### src/rtl/bitmask_enc_seq_pkg.sv
// bitmask_enc_seq_pkg: shared state encoding and default widths
package bitmask_enc_seq_pkg;
  localparam int WIDTH_DEF = 32;
  localparam int IDXW_DEF = 5;
  typedef enum logic {IDLE = 1'b0, SCAN = 1'b1} state_t;
endpackage

### src/rtl/bitmask_enc_seq_prio_enc.sv
// prio_enc_32_5: lowest-set-bit index of a vector plus an all-zero flag
module prio_enc_32_5
  import bitmask_enc_seq_pkg::*;
#(
  parameter int WIDTH = WIDTH_DEF,
  parameter int IDXW = IDXW_DEF
) (
  input  logic [WIDTH-1:0] i_vec,
  output logic [IDXW-1:0]  o_idx,
  output logic             o_none
);
  assign o_none = ~|i_vec;
  // scan high to low so the lowest set bit is the last one written
  always_comb begin
    o_idx = '0;
    for (int k = WIDTH - 1; k >= 0; k--) if (i_vec[k]) o_idx = IDXW'(k);
  end
endmodule

### src/rtl/bitmask_enc_seq.sv
// bitmask_enc_seq: emits the index of each set mask bit, lowest first, one per handshake
module bitmask_enc_seq
  import bitmask_enc_seq_pkg::*;
#(
  parameter int WIDTH = WIDTH_DEF,
  parameter int IDXW = IDXW_DEF
) (
  input  logic             clk,
  input  logic             rst_n,
  input  logic             flush,
  input  logic             in_valid,
  output logic             in_ready,
  input  logic [WIDTH-1:0] in_mask,
  output logic             out_valid,
  input  logic             out_ready,
  output logic [IDXW-1:0]  out_idx,
  output logic             out_last,
  output logic             done,
  output logic             busy
);
  state_t           r_state;
  logic [WIDTH-1:0] r_residue;
  logic             r_done;
  logic             w_none;
  logic             w_beat;
  logic             w_acc;
  logic [WIDTH-1:0] w_next;

  prio_enc_32_5 #(.WIDTH(WIDTH), .IDXW(IDXW)) u_prio (
    .i_vec (r_residue),
    .o_idx (out_idx),
    .o_none(w_none)
  );

  assign w_next    = r_residue & (r_residue - WIDTH'(1));
  assign out_valid = r_state == SCAN;
  assign busy      = out_valid;
  assign out_last  = ~w_none & ~|w_next;
  assign done      = r_done;
  assign w_beat    = out_valid & out_ready;
  assign in_ready  = (r_state == IDLE) | (w_beat & out_last);
  assign w_acc     = in_valid & in_ready;

  // FSM: load on accept, strip lowest bit per beat, pulse done when a mask completes
  always_ff @(posedge clk or negedge rst_n) begin
    if (!rst_n) begin
      r_state   <= IDLE;
      r_residue <= '0;
      r_done    <= 1'b0;
    end else if (flush) begin
      r_state   <= IDLE;
      r_residue <= '0;
      r_done    <= 1'b0;
    end else begin
      r_done <= (w_acc & ~|in_mask) | (w_beat & out_last);
      if (w_acc) begin
        r_residue <= in_mask;
        r_state   <= |in_mask ? SCAN : IDLE;
      end else if (w_beat) begin
        r_residue <= w_next;
        r_state   <= out_last ? IDLE : SCAN;
      end
    end
  end
endmodule

### config.mk
export PLATFORM = sky130hd
export DESIGN_NAME = bitmask_enc_seq
export DESIGN_NICKNAME = d
export VERILOG_FILES = /design/src/rtl/bitmask_enc_seq_pkg.sv /design/src/rtl/bitmask_enc_seq_prio_enc.sv /design/src/rtl/bitmask_enc_seq.sv
export SDC_FILE = /design/constraint.sdc
export NUM_CORES = 1
export LEC_CHECK = 0
export CORE_MARGIN = 2
export CORE_UTILIZATION = 48
export DETAILED_ROUTE_END_ITERATION = 10
export PLACE_DENSITY = 0.76
export SETUP_SLACK_MARGIN = 0.3
export SYNTH_ARGS = -nofsm -noshare
export SYNTH_HDL_FRONTEND = slang
export SYNTH_SLANG_ARGS = --single-unit
### constraint.sdc
create_clock -name clk -period 3.5 [get_ports clk]
set_input_delay 0.35 -clock clk [delete_from_list [all_inputs] [get_ports clk]]
set_output_delay 0.35 -clock clk [all_outputs]
set_load 0.1 [all_outputs]
# Word-level counts from Yosys, hierarchy flattened
# Cells that the tools add are included.
[totals] reg_bits=34 elab_cells=60
[op_classes] addsub=1 n_mux=41 n_bitwise=9 n_reduce_logical=6
[ops] operator="$mux W5" n=32
[ops] operator="$mux W32" n=3
[ops] operator="$reduce_or A32 Y1" n=3
[ops] operator="$and A32 B32 Y32" n=1
[ops] operator="$sub A32 B1 Y32 const B" n=1
[ops] operator="$mux W1" n=6
[ops] operator="$and A1 B1 Y1" n=5
[ops] operator="$reduce_bool A3 Y1" n=1
[ops] operator="$logic_not A1 Y1" n=2
[ops] operator="$or A1 B1 Y1" n=2
[ops] operator="$not A1 Y1" n=1

# Depth between registers and ports, before layout
[depth] ltp_word=32 mapped_depth=13 mapped_depth_nobuf=8

# Modules after synthesis
# From an unflattened synthesis, not the netlist that was laid out.
[unflattened] hier_cells=328 area_unflattened_um2=2711.4
[by_module_without_submodules] module="bitmask_enc_seq" n_inst=1 cells_each=263 area_each_um2=2326.0 seq_area_each_um2=850.8
[by_module_without_submodules] module="prio_enc_32_5" n_inst=1 cells_each=65 area_each_um2=385.4 seq_area_each_um2=0.0

# Worst setup path after synthesis
# OpenSTA, ideal clock, no wires.
[synth_timing] path_kind="reg2reg" startpoint="register r_residue[2]" endpoint="register r_state, in the netlist busy" setup_time_ns=0.254 arrival_time_ns=4.930 t_required_ns=3.246 setup_slack_ns=-1.685 path_stages_with_launch=11 path_cell_list="dfrtp_1 > buf_6 > or4_1 > buf_2 > o41ai_2 > o21ai_1 > or4_1 > or4_1 > buf_2 > o31ai_1 > a21oi_1"
[synth_via] elab_chain_cells=10 word_cells_on_any_way=14 classes_between="add/sub: 1; mux: 4; bitwise: 5; reduce/logical: 4"
[synth_lines] element="start, declared" line_no="bitmask_enc_seq.sv:22" rtl="logic [WIDTH-1:0] r_residue;"
[synth_lines] element="start signal, assigned" line_no="bitmask_enc_seq.sv:57" rtl="r_residue <= in_mask;"
[synth_lines] element="start signal, assigned" line_no="bitmask_enc_seq.sv:60" rtl="r_residue <= w_next;"
[synth_lines] element="$sub A32 B1 Y32" line_no="bitmask_enc_seq.sv:35" rtl="assign w_next = r_residue & (r_residue - WIDTH'(1));"
[synth_lines] element="$and A32 B32 Y32" line_no="bitmask_enc_seq.sv:35"
[synth_lines] element="$reduce_or A32 Y1" line_no="bitmask_enc_seq.sv:38" rtl="assign out_last = ~w_none & ~|w_next;"
[synth_lines] element="$logic_not A1 Y1" line_no="bitmask_enc_seq.sv:38"
[synth_lines] element="$and A1 B1 Y1 *" line_no="bitmask_enc_seq.sv:38"
[synth_lines] element="$and A1 B1 Y1 *" line_no="bitmask_enc_seq.sv:41" rtl="assign in_ready = (r_state == IDLE) | (w_beat & out_last);"
[synth_lines] element="$or A1 B1 Y1 *" line_no="bitmask_enc_seq.sv:41"
[synth_lines] element="via in_ready" line_no="bitmask_enc_seq.sv:12" rtl="output logic in_ready,"
[synth_lines] element="$and A1 B1 Y1 *" line_no="bitmask_enc_seq.sv:42" rtl="assign w_acc = in_valid & in_ready;"
[synth_lines] element="$mux W1" line_no="bitmask_enc_seq.sv:56" rtl="if (w_acc) begin"
[synth_lines] element="$mux W1" line_no="bitmask_enc_seq.sv:50" rtl="end else if (flush) begin"
[synth_lines] element="end signal, assigned" line_no="bitmask_enc_seq.sv:58" rtl="r_state <= |in_mask ? SCAN : IDLE;"
[synth_lines] element="end signal, assigned" line_no="bitmask_enc_seq.sv:61" rtl="r_state <= out_last ? IDLE : SCAN;"
[synth_lines] element="end, declared" line_no="bitmask_enc_seq.sv:21" rtl="state_t r_state;"
# Mark *: on every way through the listed nets, which the timed path passes. The rest lies on a longest branch. The select of a mux whose other input is x is not followed.
# A chain may end at the register's enable or synchronous reset.

# Final worst setup path
[layout_timing] startpoint="register r_residue[2]" endpoint="output port in_ready"
[layout_via] elab_chain_cells=7 word_cells_on_any_way=8 classes_between="add/sub: 1; bitwise: 4; reduce/logical: 3"
[layout_lines] element="$sub A32 B1 Y32" line_no="bitmask_enc_seq.sv:35"
[layout_lines] element="$and A32 B32 Y32" line_no="bitmask_enc_seq.sv:35"
[layout_lines] element="$reduce_or A32 Y1" line_no="bitmask_enc_seq.sv:38"
[layout_lines] element="$logic_not A1 Y1" line_no="bitmask_enc_seq.sv:38"
[layout_lines] element="$and A1 B1 Y1 *" line_no="bitmask_enc_seq.sv:38"
[layout_lines] element="$and A1 B1 Y1 *" line_no="bitmask_enc_seq.sv:41"
[layout_lines] element="$or A1 B1 Y1 *" line_no="bitmask_enc_seq.sv:41"
[layout_lines] element="end, declared" line_no="bitmask_enc_seq.sv:12"
# Every way passes the cells marked *; elsewhere a longest branch is shown, timed or not.

==> results.md <==
- Outcome: complete, but fails checks
- Violated checks: negative setup slack
- Total die area: 5890 sq um
- Core footprint: 5110 sq um
- Diode count: 0
- Setup crit end kind: primary output
- Syn Area/Cell: 8.41 sq um
- Initial drt markers: 345
- TNS Setup: -1.44 ns
- Initial antenna violation count: 0
- Most used DFF post-synth: dfrtp_1
- Setup-failing EPs final: 21
- Highest clock rate: 0.275 GHz
- Starting Density: 0.497
- Total I/O pin count: 47
- Synthesized flop and latch total: 34
- Crit path arrival time: 3.29 ns
- First-pass GRT wire length: 14100 microns
- Port bufs: 46
- FP Rows: 26
- Async set-or-reset flop fraction in the synthesized netlist: 1.00
- Yosys warnings: 0
- MaxCap Viol Count: 0
- Final #Nets: 409
- Critical path type: reg -> out
- Post-synth EDFFs: 0
- Final core occ: 0.694
- Fin area: 3540 sq um
- Crit-path max FO: 6
- CTS H-tree lvls: 2
- Critical Path Source Type: flip-flop
- Largest net degree at the start of global routing: 35
- VDD IR-drop max: 0.206 mV
- Post-route ant nets: 0
- CTS tree: done
- Area after DPL: 3210 sq um
- Wirelength per Cell: 19.4 microns
- WL final: 8580 microns
- Final worst-path cycle share: 1.04
- Max-slew violations: 0
- Sequential share of the synthesized area: 0.335
- CTS max path bufs: 2
- 1st-pass router iterations: 5
- Tmin final: 3.64 ns
- Post-synthesis net count: 339
- Final Hold Fails: 0
- RSZ-0062 raised after global routing: yes
- Hold Crit Class: in -> async
- Vias in the first global route: 2818
- Slew @ Worst Pin: 0.964 ns
- Slew HR: 0.355
- DP Wirelength: 6060 microns
- Post-Place Cells: 415
- Final setup margin: -0.138 ns
- CTS Sinks: 34
- Die Height: 76.7 microns
- Fill count: 415
- GRT overflow: 0
- TritonCTS buffer count: 5
- Commonest non-fill, non-tap cells in the layout: 46 x buf_4, 39 x clkdlybuf4s50_1, 28 x nor2_1
- Clock Skew: 0.00754 ns
- Cell Pwr Density: 443 nW/um^2
- Commonest non-fill, non-tap cell in the layout: buf_4
- Total GRT Usage: 0.296
- Synth unique cells: 57
- Clock root buffer: clkbuf_8
- Post-Synthesis Cells: 302
- Syn-to-layout area delta: 39.6%
- Post-route DRC: 0
- Layout cells sized above 1: 0.255
- Required time of the critical path: 3.15 ns
- Post-Layout Cell Count: 443
- Leak Pwr: 1.47 nW
- Clock Latency Late Sink: 0.29 ns
- Cell Area, Synth: 2540 sq um
- Width of the die: 76.7 microns
- Vias: 2887
- Clock transition at the registers of the reported paths: 0.07 ns
- Via density: 6.52
- RD Place Congestion: 0.946
## repair_timing
item	in CTS	in global routing
setup endpoints to repair	36	35
hold buffers	0	0
setup buffers	16	2
gates cloned	2	0
endpoints found under the hold margin	0	0
gates resized for setup	24	4
pin swaps	5	4
## synthesized netlist by cell type, drive strengths merged (2+ instances only)
cell type	n	share of area
and3	3	0.0074
nand4	3	0.0074
o22ai	2	0.0049
a211oi	4	0.012
maj3	2	0.0079
nand3	6	0.012
or4	12	0.035
o41ai	4	0.017
o2bb2ai	7	0.032
nor4	18	0.058
a21oi	16	0.032
o31ai	9	0.027
buf	11	0.032
a22o	17	0.059
nor3	13	0.026
a2111oi	2	0.0069
a31oi	2	0.0049
o21ai	29	0.059
dfrtp	34	0.33
o31a	2	0.0069
mux2i	3	0.012
or3	4	0.0099
nand2	12	0.018
inv	12	0.018
o21bai	3	0.0089
clkbuf	20	0.031
a32o	4	0.016
nor2	29	0.043
## state kept, by name, summed over array words and instances (netlist names)
| register | count |
|---|---|
| r_residue | 32 |
| busy | 1 |
| done | 1 |
## through the flow
| stage | setup WS [ns] | hold slack [ns] | power (W) |
|---|---|---|---|
| finish | -0.138 | 0.481 | 0.00157 |
| global route | -0.180 | 0.528 | 0.00164 |
| CTS | -0.119 | 0.498 | 0.00154 |
| detailed placement | -0.0778 | 0.569 | 0.00118 |
| global placement | 0.0257 | 0.528 | 0.00117 |
| floorplan | -0.232 | 0.0544 | 0.000963 |
## report_power, final
group          switching (W)  total (W)  internal [W]
clock               0.000148   0.000307      0.000159
combinational       0.000470   0.000779      0.000308
sequential         0.0000577   0.000484      0.000426
## worst paths after layout
path                                from       endpoint  slack (ns)  cells after the start
setup / recovery            r_residue[2]       in_ready       -0.14                      7
setup reg to reg            r_residue[2]   r_residue[2]       -0.11                     11
hold reg to reg            r_residue[23]  r_residue[23]        0.58                      1
hold / removal                     rst_n  r_residue[22]        0.48                      2
min in group clk           r_residue[23]  r_residue[23]        0.58                      1
max in group asynchronous          rst_n   r_residue[9]        2.68                      2
## per-layer routing
| metal | global-route usage | vias to the layer above | part of all wire |
|---|---|---|---|
| met5 | 0 | - | 0 |
| met4 | 0.105 | 0 | 0.025 |
| met3 | 0.0506 | 25 | 0.084 |
| met2 | 0.475 | 175 | 0.48 |
| met1 | 0.401 | 1371 | 0.41 |
| li1 | - | 1316 | - |
## critical path: stages, from the launching register on
cell	delay, ns
dfrtp_2	0.45
or4_4	0.61
nor4b_4	0.33
o21ai_1	0.08
or4_1	0.47
or4_4	0.54
o31ai_4	0.31
buf_12	0.21
## area by class of cell
cell class	count	area [sq um]	area share
well taps	70	87.6	0.0247
clock inverters	1	5.00	0.00141
clock buffers	7	86.3	0.0244
inverters	12	45.0	0.0127
flip-flops and latches	34	860	0.242
repair buffers	94	848	0.239
multi-input cells	225	1610	0.455
## logic make-up (layout without fill, tap and decap cells)
group	count (synthesis)	after routing	synth area share
flip-flops	34	34	0.335
multiplexers	4	4	0.0163
adder cells (fa/ha/maj)	2	2	0.00788
AND/OR/NAND/NOR	108	108	0.241
buffers and inverters	43	114	0.0803
AO/OA/AOI/OAI	111	111	0.319
(Power assumes the default switching activity.)
